<file path="src/rtl/irrigacao_pkg.sv">
// Shared types, BCD constants and elaboration-time parameter checks for the
// multi-sector irrigation controller.
package irrigacao_pkg;

  typedef enum logic [2:0] {
    OCIOSO      = 3'd0,
    AVALIA      = 3'd1,
    ASPERSAO    = 3'd2,
    GOTEJAMENTO = 3'd3,
    AGRODEF     = 3'd4,
    PAUSA       = 3'd5
  } estado_t;

  localparam logic [3:0] BCD_ZERO = 4'd0;
  localparam logic [3:0] BCD_UM   = 4'd1;
  localparam logic [3:0] BCD_NOVE = 4'd9;
  localparam logic [7:0] BCD_00   = 8'h00;

  function automatic bit preset_valido(input int v);
    return (v >= 1) && (v <= 99);
  endfunction

  function automatic bit cw_valido(input int n, input int cw);
    return (n >= 2) && (n <= 16) && (cw == $clog2(n));
  endfunction

  // Packs a 0..99 preset into {tens, units} BCD.
  function automatic logic [7:0] para_bcd(input int v);
    return {4'(v / 10), 4'(v % 10)};
  endfunction

endpackage

</file>
<file path="src/rtl/irrigacao_multicanal_if.sv">
// Control/sensor/actuator bundle between the debouncer side and the
// irrigation controller; clock and reset stay outside.
interface irrigacao_multicanal_if #(
  parameter int N_CANAIS = 4,
  parameter int CW       = 2
);
  logic                botao;
  logic [N_CANAIS-1:0] us;
  logic [N_CANAIS-1:0] ua;
  logic [N_CANAIS-1:0] t;
  logic [N_CANAIS-1:0] agrodef_req;
  logic [CW-1:0]       canal_ativo;
  logic [2:0]          estado;
  logic [3:0]          unidade;
  logic [3:0]          dezena;
  logic [N_CANAIS-1:0] valv_asp;
  logic [N_CANAIS-1:0] valv_got;
  logic [N_CANAIS-1:0] bomba_agro;
  logic [N_CANAIS-1:0] pendente;
  logic                ocupado;

  modport master (
    output botao, us, ua, t, agrodef_req,
    input  canal_ativo, estado, unidade, dezena,
           valv_asp, valv_got, bomba_agro, pendente, ocupado
  );

  modport slave (
    input  botao, us, ua, t, agrodef_req,
    output canal_ativo, estado, unidade, dezena,
           valv_asp, valv_got, bomba_agro, pendente, ocupado
  );
endinterface

</file>
<file path="src/rtl/contador_bcd_regressivo.sv">
// Two-digit BCD down-counter with its own 1 s prescaler; fim pulses on the
// tick that would take the count below 01.
module contador_bcd_regressivo
  import irrigacao_pkg::*;
#(
  parameter int PRESCALE = 50_000_000
) (
  input  logic       clk,
  input  logic       rst_n,
  input  logic       load,
  input  logic       habilita,
  input  logic [7:0] valor_bcd,
  output logic [3:0] unidade,
  output logic [3:0] dezena,
  output logic       fim
);
  localparam int PW = $clog2(PRESCALE);

  logic [PW-1:0] presc;
  logic          tick;

  assign tick = habilita && (presc == PW'(PRESCALE - 1));
  assign fim  = tick && (dezena == BCD_ZERO) && (unidade == BCD_UM);

  // NOTE: sequential state is updated with <= so every register samples the
  // pre-edge values, independent of statement order.
  always_ff @(posedge clk or negedge rst_n) begin
    if (!rst_n) begin
      presc   <= '0;
      unidade <= BCD_ZERO;
      dezena  <= BCD_ZERO;
    end else if (load) begin
      {dezena, unidade} <= valor_bcd;
      presc             <= '0;
    end else if (!habilita) begin
      presc <= '0;
    end else if (tick) begin
      presc <= '0;
      // The final tick leaves 01 on display; the owner reloads on fim.
      if (!fim) begin
        if (unidade == BCD_ZERO) begin
          unidade <= BCD_NOVE;
          dezena  <= dezena - 4'd1;
        end else begin
          unidade <= unidade - 4'd1;
        end
      end
    end else begin
      presc <= presc + 1'b1;
    end
  end

endmodule

</file>
<file path="src/rtl/irrigacao_multicanal.sv">
// Round-robin irrigation controller: evaluates each sector, runs one timed
// phase (sprinkler, drip or agro-defensive) and a pause, then moves on.
module irrigacao_multicanal
  import irrigacao_pkg::*;
#(
  parameter int N_CANAIS = 4,
  parameter int CW       = 2,
  parameter int PRESCALE = 50_000_000,
  parameter int T_ASP    = 30,
  parameter int T_GOT    = 15,
  parameter int T_AGRO   = 20,
  parameter int T_PAUSA  = 5
) (
  input  logic                  clock,
  input  logic                  reset_n,
  irrigacao_multicanal_if.slave bus
);
  if (!cw_valido(N_CANAIS, CW)) begin : g_err_cw
    $error("N_CANAIS must be 2..16 and CW must equal clog2(N_CANAIS)");
  end
  if (!(preset_valido(T_ASP) && preset_valido(T_GOT) &&
        preset_valido(T_AGRO) && preset_valido(T_PAUSA))) begin : g_err_preset
    $error("phase presets must lie in 1..99");
  end
  if (PRESCALE < 2) begin : g_err_prescale
    $error("PRESCALE must be at least 2");
  end

  localparam logic [7:0]    BCD_ASP   = para_bcd(T_ASP);
  localparam logic [7:0]    BCD_GOT   = para_bcd(T_GOT);
  localparam logic [7:0]    BCD_AGRO  = para_bcd(T_AGRO);
  localparam logic [7:0]    BCD_PAUSA = para_bcd(T_PAUSA);
  localparam logic [CW-1:0] ULTIMO    = CW'(N_CANAIS - 1);
  localparam logic [N_CANAIS-1:0] UM  = N_CANAIS'(1);

  estado_t             estado_q, estado_n;
  logic [CW-1:0]       ptr_q, ptr_n;
  logic [N_CANAIS-1:0] pend_q, asp_q, got_q, agro_q;
  logic [N_CANAIS-1:0] sel_n, limpa_vec;
  logic                ocup_q, load, limpa, fim, habilita;
  logic [7:0]          valor;

  assign habilita = estado_q inside {ASPERSAO, GOTEJAMENTO, AGRODEF, PAUSA};

  contador_bcd_regressivo #(.PRESCALE(PRESCALE)) u_contador (
    .clk       (clock),
    .rst_n     (reset_n),
    .load      (load),
    .habilita  (habilita),
    .valor_bcd (valor),
    .unidade   (bus.unidade),
    .dezena    (bus.dezena),
    .fim       (fim)
  );

  // NOTE: every signal gets a default before the case so no path can leave
  // one unassigned and infer a latch.
  always_comb begin
    estado_n = estado_q;
    ptr_n    = ptr_q;
    load     = 1'b0;
    valor    = BCD_00;
    limpa    = 1'b0;
    // Abort outranks any phase end landing on the same cycle.
    if (bus.botao && estado_q != OCIOSO) begin
      estado_n = OCIOSO;
      ptr_n    = '0;
      load     = 1'b1;
    end else begin
      case (estado_q)
        OCIOSO: if (bus.botao) begin
          estado_n = AVALIA;
          ptr_n    = '0;
        end
        AVALIA: begin
          if (pend_q[ptr_q]) begin
            estado_n = AGRODEF;
            load     = 1'b1;
            valor    = BCD_AGRO;
            limpa    = 1'b1;
          end else if (bus.us[ptr_q]) begin
            load = 1'b1;
            if (bus.t[ptr_q] || !bus.ua[ptr_q]) begin
              estado_n = GOTEJAMENTO;
              valor    = BCD_GOT;
            end else begin
              estado_n = ASPERSAO;
              valor    = BCD_ASP;
            end
          end else if (ptr_q == ULTIMO) begin
            estado_n = OCIOSO;
            ptr_n    = '0;
          end else begin
            ptr_n = ptr_q + 1'b1;
          end
        end
        ASPERSAO, GOTEJAMENTO, AGRODEF: if (fim) begin
          estado_n = PAUSA;
          load     = 1'b1;
          valor    = BCD_PAUSA;
        end
        PAUSA: if (fim) begin
          load = 1'b1;
          if (ptr_q == ULTIMO) begin
            estado_n = OCIOSO;
            ptr_n    = '0;
          end else begin
            estado_n = AVALIA;
            ptr_n    = ptr_q + 1'b1;
          end
        end
        default: begin
          estado_n = OCIOSO;
          ptr_n    = '0;
          load     = 1'b1;
        end
      endcase
    end
  end

  assign sel_n     = UM << ptr_n;
  assign limpa_vec = limpa ? (UM << ptr_q) : '0;

  // Valves are registered from the next state so they change on the same
  // edge as estado.
  always_ff @(posedge clock or negedge reset_n) begin
    if (!reset_n) begin
      estado_q <= OCIOSO;
      ptr_q    <= '0;
      pend_q   <= '0;
      asp_q    <= '0;
      got_q    <= '0;
      agro_q   <= '0;
      ocup_q   <= 1'b0;
    end else begin
      estado_q <= estado_n;
      ptr_q    <= ptr_n;
      pend_q   <= (pend_q & ~limpa_vec) | bus.agrodef_req;
      asp_q    <= (estado_n == ASPERSAO)    ? sel_n : '0;
      got_q    <= (estado_n == GOTEJAMENTO) ? sel_n : '0;
      agro_q   <= (estado_n == AGRODEF)     ? sel_n : '0;
      ocup_q   <= (estado_n != OCIOSO);
    end
  end

  assign bus.estado      = estado_q;
  assign bus.canal_ativo = ptr_q;
  assign bus.valv_asp    = asp_q;
  assign bus.valv_got    = got_q;
  assign bus.bomba_agro  = agro_q;
  assign bus.pendente    = pend_q;
  assign bus.ocupado     = ocup_q;

endmodule
</file>
<file path="src/flat_wrapper.sv">
// flat-port wrapper written by rule: the top's interface ports become plain ports
module irrigacao_multicanal_flat import irrigacao_pkg::*;
#(
  parameter int N_CANAIS = 4,
  parameter int CW       = 2,
  parameter int PRESCALE = 50_000_000,
  parameter int T_ASP    = 30,
  parameter int T_GOT    = 15,
  parameter int T_AGRO   = 20,
  parameter int T_PAUSA  = 5
)
  (clock, reset_n, bus_botao, bus_us, bus_ua, bus_t, bus_agrodef_req, bus_canal_ativo, bus_estado, bus_unidade, bus_dezena, bus_valv_asp, bus_valv_got, bus_bomba_agro, bus_pendente, bus_ocupado);
  irrigacao_multicanal_if #(.N_CANAIS(N_CANAIS), .CW(CW)) bus_i ();
  input  logic clock;
  input  logic reset_n;
  input wire logic [$bits(bus_i.botao)-1:0] bus_botao;
  input wire logic [$bits(bus_i.us)-1:0] bus_us;
  input wire logic [$bits(bus_i.ua)-1:0] bus_ua;
  input wire logic [$bits(bus_i.t)-1:0] bus_t;
  input wire logic [$bits(bus_i.agrodef_req)-1:0] bus_agrodef_req;
  output wire logic [$bits(bus_i.canal_ativo)-1:0] bus_canal_ativo;
  output wire logic [$bits(bus_i.estado)-1:0] bus_estado;
  output wire logic [$bits(bus_i.unidade)-1:0] bus_unidade;
  output wire logic [$bits(bus_i.dezena)-1:0] bus_dezena;
  output wire logic [$bits(bus_i.valv_asp)-1:0] bus_valv_asp;
  output wire logic [$bits(bus_i.valv_got)-1:0] bus_valv_got;
  output wire logic [$bits(bus_i.bomba_agro)-1:0] bus_bomba_agro;
  output wire logic [$bits(bus_i.pendente)-1:0] bus_pendente;
  output wire logic [$bits(bus_i.ocupado)-1:0] bus_ocupado;
  assign bus_i.botao = bus_botao;
  assign bus_i.us = bus_us;
  assign bus_i.ua = bus_ua;
  assign bus_i.t = bus_t;
  assign bus_i.agrodef_req = bus_agrodef_req;
  assign bus_canal_ativo = bus_i.canal_ativo;
  assign bus_estado = bus_i.estado;
  assign bus_unidade = bus_i.unidade;
  assign bus_dezena = bus_i.dezena;
  assign bus_valv_asp = bus_i.valv_asp;
  assign bus_valv_got = bus_i.valv_got;
  assign bus_bomba_agro = bus_i.bomba_agro;
  assign bus_pendente = bus_i.pendente;
  assign bus_ocupado = bus_i.ocupado;
  irrigacao_multicanal #(.N_CANAIS(N_CANAIS), .CW(CW), .PRESCALE(PRESCALE), .T_ASP(T_ASP), .T_GOT(T_GOT), .T_AGRO(T_AGRO), .T_PAUSA(T_PAUSA)) u_core (.clock(clock), .reset_n(reset_n), .bus(bus_i));
endmodule
</file>
<file path="config.mk">
export PLATFORM = sky130hd
export DESIGN_NAME = irrigacao_multicanal_flat
export DESIGN_NICKNAME = d
export VERILOG_FILES = /design/src/rtl/irrigacao_pkg.sv /design/src/rtl/irrigacao_multicanal_if.sv /design/src/rtl/contador_bcd_regressivo.sv /design/src/rtl/irrigacao_multicanal.sv /design/src/flat_wrapper.sv
export SDC_FILE = /design/constraint.sdc
export NUM_CORES = 1
export LEC_CHECK = 0
export BUFFER_PORTS_ARGS = -buffer_cell sky130_fd_sc_hd__buf_2
export CAP_MARGIN = 15
export CORE_MARGIN = 1
export CORE_UTILIZATION = 45
export DETAILED_ROUTE_END_ITERATION = 12
export GPL_TIMING_DRIVEN = 0
export PLACE_DENSITY = 0.78
export SLEW_MARGIN = 20
export SYNTH_ARGS = -nofsm -noshare
export SYNTH_HDL_FRONTEND = slang
export SYNTH_SLANG_ARGS = --single-unit
export TNS_END_PERCENT = 20
</file>
<file path="constraint.sdc">
create_clock -name clock -period 3.15 [get_ports clock]
set_input_delay 0 -clock clock [delete_from_list [all_inputs] [get_ports clock]]
set_output_delay 0 -clock clock [all_outputs]
set_load 0.1 [all_outputs]
</file>
==> metrics.md <==
| Metric | Value |
|---|---|
| Total GRT Usage | `a little under 20%` |
| Seq pwr share | `between 30 and 40%` |
| Post-Route Skew | `between 0.005 and 0.006 ns` |
| TritonRoute pass-1 iters | `4` |
| Clock transition at path regs | `about 0.11 ns` |
| Min Hold Slack | `around 0.17 ns` |
| Setup violations, final | `0` |
| # resized after CTS | `0` |
| Static Leak | `~0.0016 µW` |
| Core ar. | `6790 µm²` |
| Yosys cell types | `between 50 and 60` |
| Vias | `roughly 2,600` |
| Slew Limit Fails | `0` |
| Pre-CTS WS | `0.549 ns` |
| Hold EP | `u_core.bus.pendente[2]` |
| Max Fclk | `roughly 0.37 GHz` |
| Met3 wire len | `184 µm` |
| Dpl hpwl | `between 5000 and 6000 µm` |
| Routed Antenna Nets | `0` |
| Num CTS Buffers | `5` |
| # fillers | `623` |
| Fin nets | `405` |
| Min cycle time layout | `~2.7 ns` |
| Sequential-to-total area share from yosys stat | `44.5%` |
| Flop and latch count out of synthesis | `56` |
| First-pass GRT wire length | `11,400 µm` |
| CP endpoint kind | `flop` |
| Ant. Diodes | `0` |
| IO buf count | `48` |
| DIE WIDTH | `roughly 86 µm` |
| Clock Latency Late Sink | `0.32 ns` |
| Row Count | `30` |
| Internal power | `approximately 1300 µW` |
| Synth Instances | `319` |
| Run status | `finished, final reports clean` |
| Final WL | `6740 µm` |
| Worst reg2reg path startpoint | `u_core.bus.estado[0]` |
| TritonCTS clock tree | `yes` |
| Worst-path cell chain | `buf_2 > o31ai_1 > nor2b_1 > nand2_1 > nor2_1 > nand2_1 > buf_2 > nor2_1` |
| CP required | `approximately 3.4 ns` |
| Hold/Removal Path Class | `in2reg` |
| TNS Setup | `0 ns` |
| Largest net degree at the start of global routing | `57` |
| Max FO, Critical Path | `10` |
| Dpl cells | `approximately 460` |
| Worst slew margin | `33.8%` |
| CTS max path bufs | `2` |
| # DRC | `0` |
| Routed WL per cell | `~14 µm` |
| Sw Pwr | `roughly 1300 µW` |
| Initial antenna violation count | `0` |
| Cell class contributing the biggest share of worst-path delay | `simple AND/OR/NAND/NOR gates` |
| Clk root buf | `clkbuf_8` |
| Overflow after GRT | `0` |
| Hold Startpoint | `bus_botao` |
| Avg Synthesized Cell Area | `just under 10 µm²` |
| Crit share post-route | `between 80% and 90%` |
| Vias in the first global route | `between 2,000 and 2,500` |
| Bufs and invs on worst path | `2` |
| Syn nets | `345` |
| Post-Syn Area | `between 3000 and 4000 µm²` |
| Yosys warnings | `0` |
| Slew @ Worst Pin | `0.984 ns` |
| Reg-to-reg endpoint | `u_core.u_contador.presc[23]` |
| Worst reg2reg setup slack | `~0.48 ns` |
| IO Count | `49` |
| Final Power | `approximately 2600 µW` |
| Via/cell ratio | `5.36` |
| Post-synth EDFFs | `0` |
| Final WS setup | `approximately 0.48 ns` |
| Final Wtd Congestion | `between 0.8 and 0.9` |
| P per Cell Area | `717 nW/µm²` |
| Critical path type | `reg2reg` |
| Die height | `approximately 86 µm` |
| Layout Cells excl Fill | `476` |
| Worst Reg-to-Reg Cells | `8` |
| Metal2 WL | `3190 µm` |
| Hold violation count in the final report | `0` |
| Sw Ratio | `roughly half` |
| CP max-delay cell | `o31ai_1` |
| Setup repair after global routing missed its margin | `false` |
| Clk sink count | `56` |
| Initial core utilization | `46.4%` |
| Max_cap viols | `0` |
| Proportion of layout cells with a drive suffix above 1 | `between 20 and 25%` |
| Slowest stage delay, CP | `between 0.5 and 0.6 ns` |
| Syn-to-layout area delta | `16.1%` |
| Crit path DAT | `a little under 3 ns` |
| Clock network power share | `between 15 and 20%` |
| Top layer used by detailed routing | `met4` |
| Initial DRC count | `approximately 160` |
| Crit path launch type | `flop` |
| H-tree levels | `2` |
| Top FF cell, synth | `dfrtp_1` |
| Worst Setup SP | `u_core.bus.estado[0]` |
| Ys async rst share | `between 90% and 100%` |
| Metal-1 WL | `3280 µm` |
| VDD IR max | `between 0.0003 and 0.0004 V` |
| Hold Path Depth | `4` |
| Combinational fraction of design power | `between 50% and 60%` |
| Die ar. | `~7300 µm²` |
-- worst max path at each step --
| stage | to | slack, ns | depth (start not counted) |
|---|---|---|---|
| detailed placement | u_core.u_contador.presc[23] | 0.55 | 8 |
| finish | u_core.u_contador.presc[23] | 0.48 | 8 |
| global route | u_core.u_contador.presc[23] | 0.24 | 8 |
| CTS | u_core.u_contador.presc[23] | 0.51 | 8 |
| floorplan | u_core.u_contador.dezena[1] | 0.39 | 7 |
| global placement | u_core.bus.valv_asp[0] | 0.61 | 7 |
-- stage by stage --
| step | utilization, % | area (µm²) |
|---|---|---|
| 2_1_floorplan | - | 3150 |
| 3_5_place_dp | 51.7 | 3510 |
| 6_report | 53.8 | 3650 |
| 3_3_place_gp | 51.7 | 3510 |
| 5_1_grt | 53.8 | 3650 |
| 4_1_cts | 53.8 | 3650 |
-- worst register-to-register path, delay by kind of cell (launching register included) --
kind	cells	cell delay, ns
AND/OR/NAND/NOR	5	1.22
AO/OA/AOI/OAI	1	0.53
buffers and inverters	2	0.44
flip-flops	1	0.42
-- synth_stat cells, drive strengths merged (8+ instances only) --
master,n,area [µm²]
dfrtp,56,1400
nand2b,10,62.6
xor2,18,158
inv,11,41.3
a21oi,9,45.0
and3,8,50.1
nor4,8,56.3
nand3,15,75.1
nor3,11,55.1
nand2,27,101
nor2,47,179
xnor2,9,78.8
-- layout by cell type, fill, tap and decap left out, types with 7 or more instances in the layout --
cell / netlist / routed
and2_1: 7 / 7
buf_2: 6 / 53
nand2_1: 27 / 27
nand2b_1: 10 / 10
nand3_1: 15 / 15
nor3_1: 11 / 11
nor2_1: 46 / 46
dfrtp_1: 56 / 56
a21oi_1: 9 / 9
inv_1: 11 / 11
nor4_1: 7 / 7
and3_1: 8 / 8
ha_1: 7 / 7
xor2_1: 18 / 18
xnor2_1: 9 / 9
-- final cells by class --
class	instances	area (µm²)	area share (%)
multi-input combinational	244	1660	45.5
buffer	8	45.0	1.23
sequential	56	1400	38.3
clock inverter	3	23.8	0.650
inverter	11	41.3	1.13
clock buffer	5	68.8	1.88
timing repair buffer	53	293	8.01
tap	96	120	3.29
-- power by group through the flow --
| stage | logic, µW | clock network (µW) | registers (µW) |
|---|---|---|---|
| 2_1_floorplan | 572 | 0 | 1380 |
| 3_3_place_gp | 1290 | 0 | 892 |
| 3_5_place_dp | 1310 | 0 | 894 |
| 4_1_cts | 1320 | 422 | 881 |
| 5_1_grt | 1430 | 448 | 896 |
| 6_report | 1330 | 410 | 882 |
-- routing by layer --
layer / up-vias / track usage, %
met5: - / 0
met1: 1245 / 29.1
met2: 47 / 30.5
met3: 8 / 1.73
met4: 0 / 6.06
li1: 1250 / -
-- logic make-up after synthesis --
| family | after synthesis | share of synthesized area [%] |
|---|---|---|
| multiplexers | 10 | 4.49 |
| buffers and inverters | 19 | 2.74 |
| flip-flops | 56 | 44.5 |
| adder cells (fa/ha/maj) | 7 | 2.78 |
| AND/OR/NAND/NOR | 161 | 27.8 |
| XOR/XNOR | 27 | 7.51 |
| AO/OA/AOI/OAI | 39 | 10.2 |
-- registers in the layout, summed over array words and instances (netlist names) --
signal	flops
u_core.u_contador.presc	26
u_core.bus.bomba_agro	4
u_core.bus.pendente	4
u_core.bus.valv_asp	4
u_core.bus.valv_got	4
u_core.u_contador.dezena	4
u_core.u_contador.unidade	4
u_core.bus.estado	3
u_core.bus.canal_ativo	2
u_core.bus.ocupado	1
-- timing repair --
action | 4_1_cts | 5_1_grt
hold buffers | 5 | 0
setup buffers | 0 | 0
setup endpoints to repair | 0 | 0
endpoints found under the hold margin | 60 | 0
No activity file was read; power rests on OpenSTA's default activity.
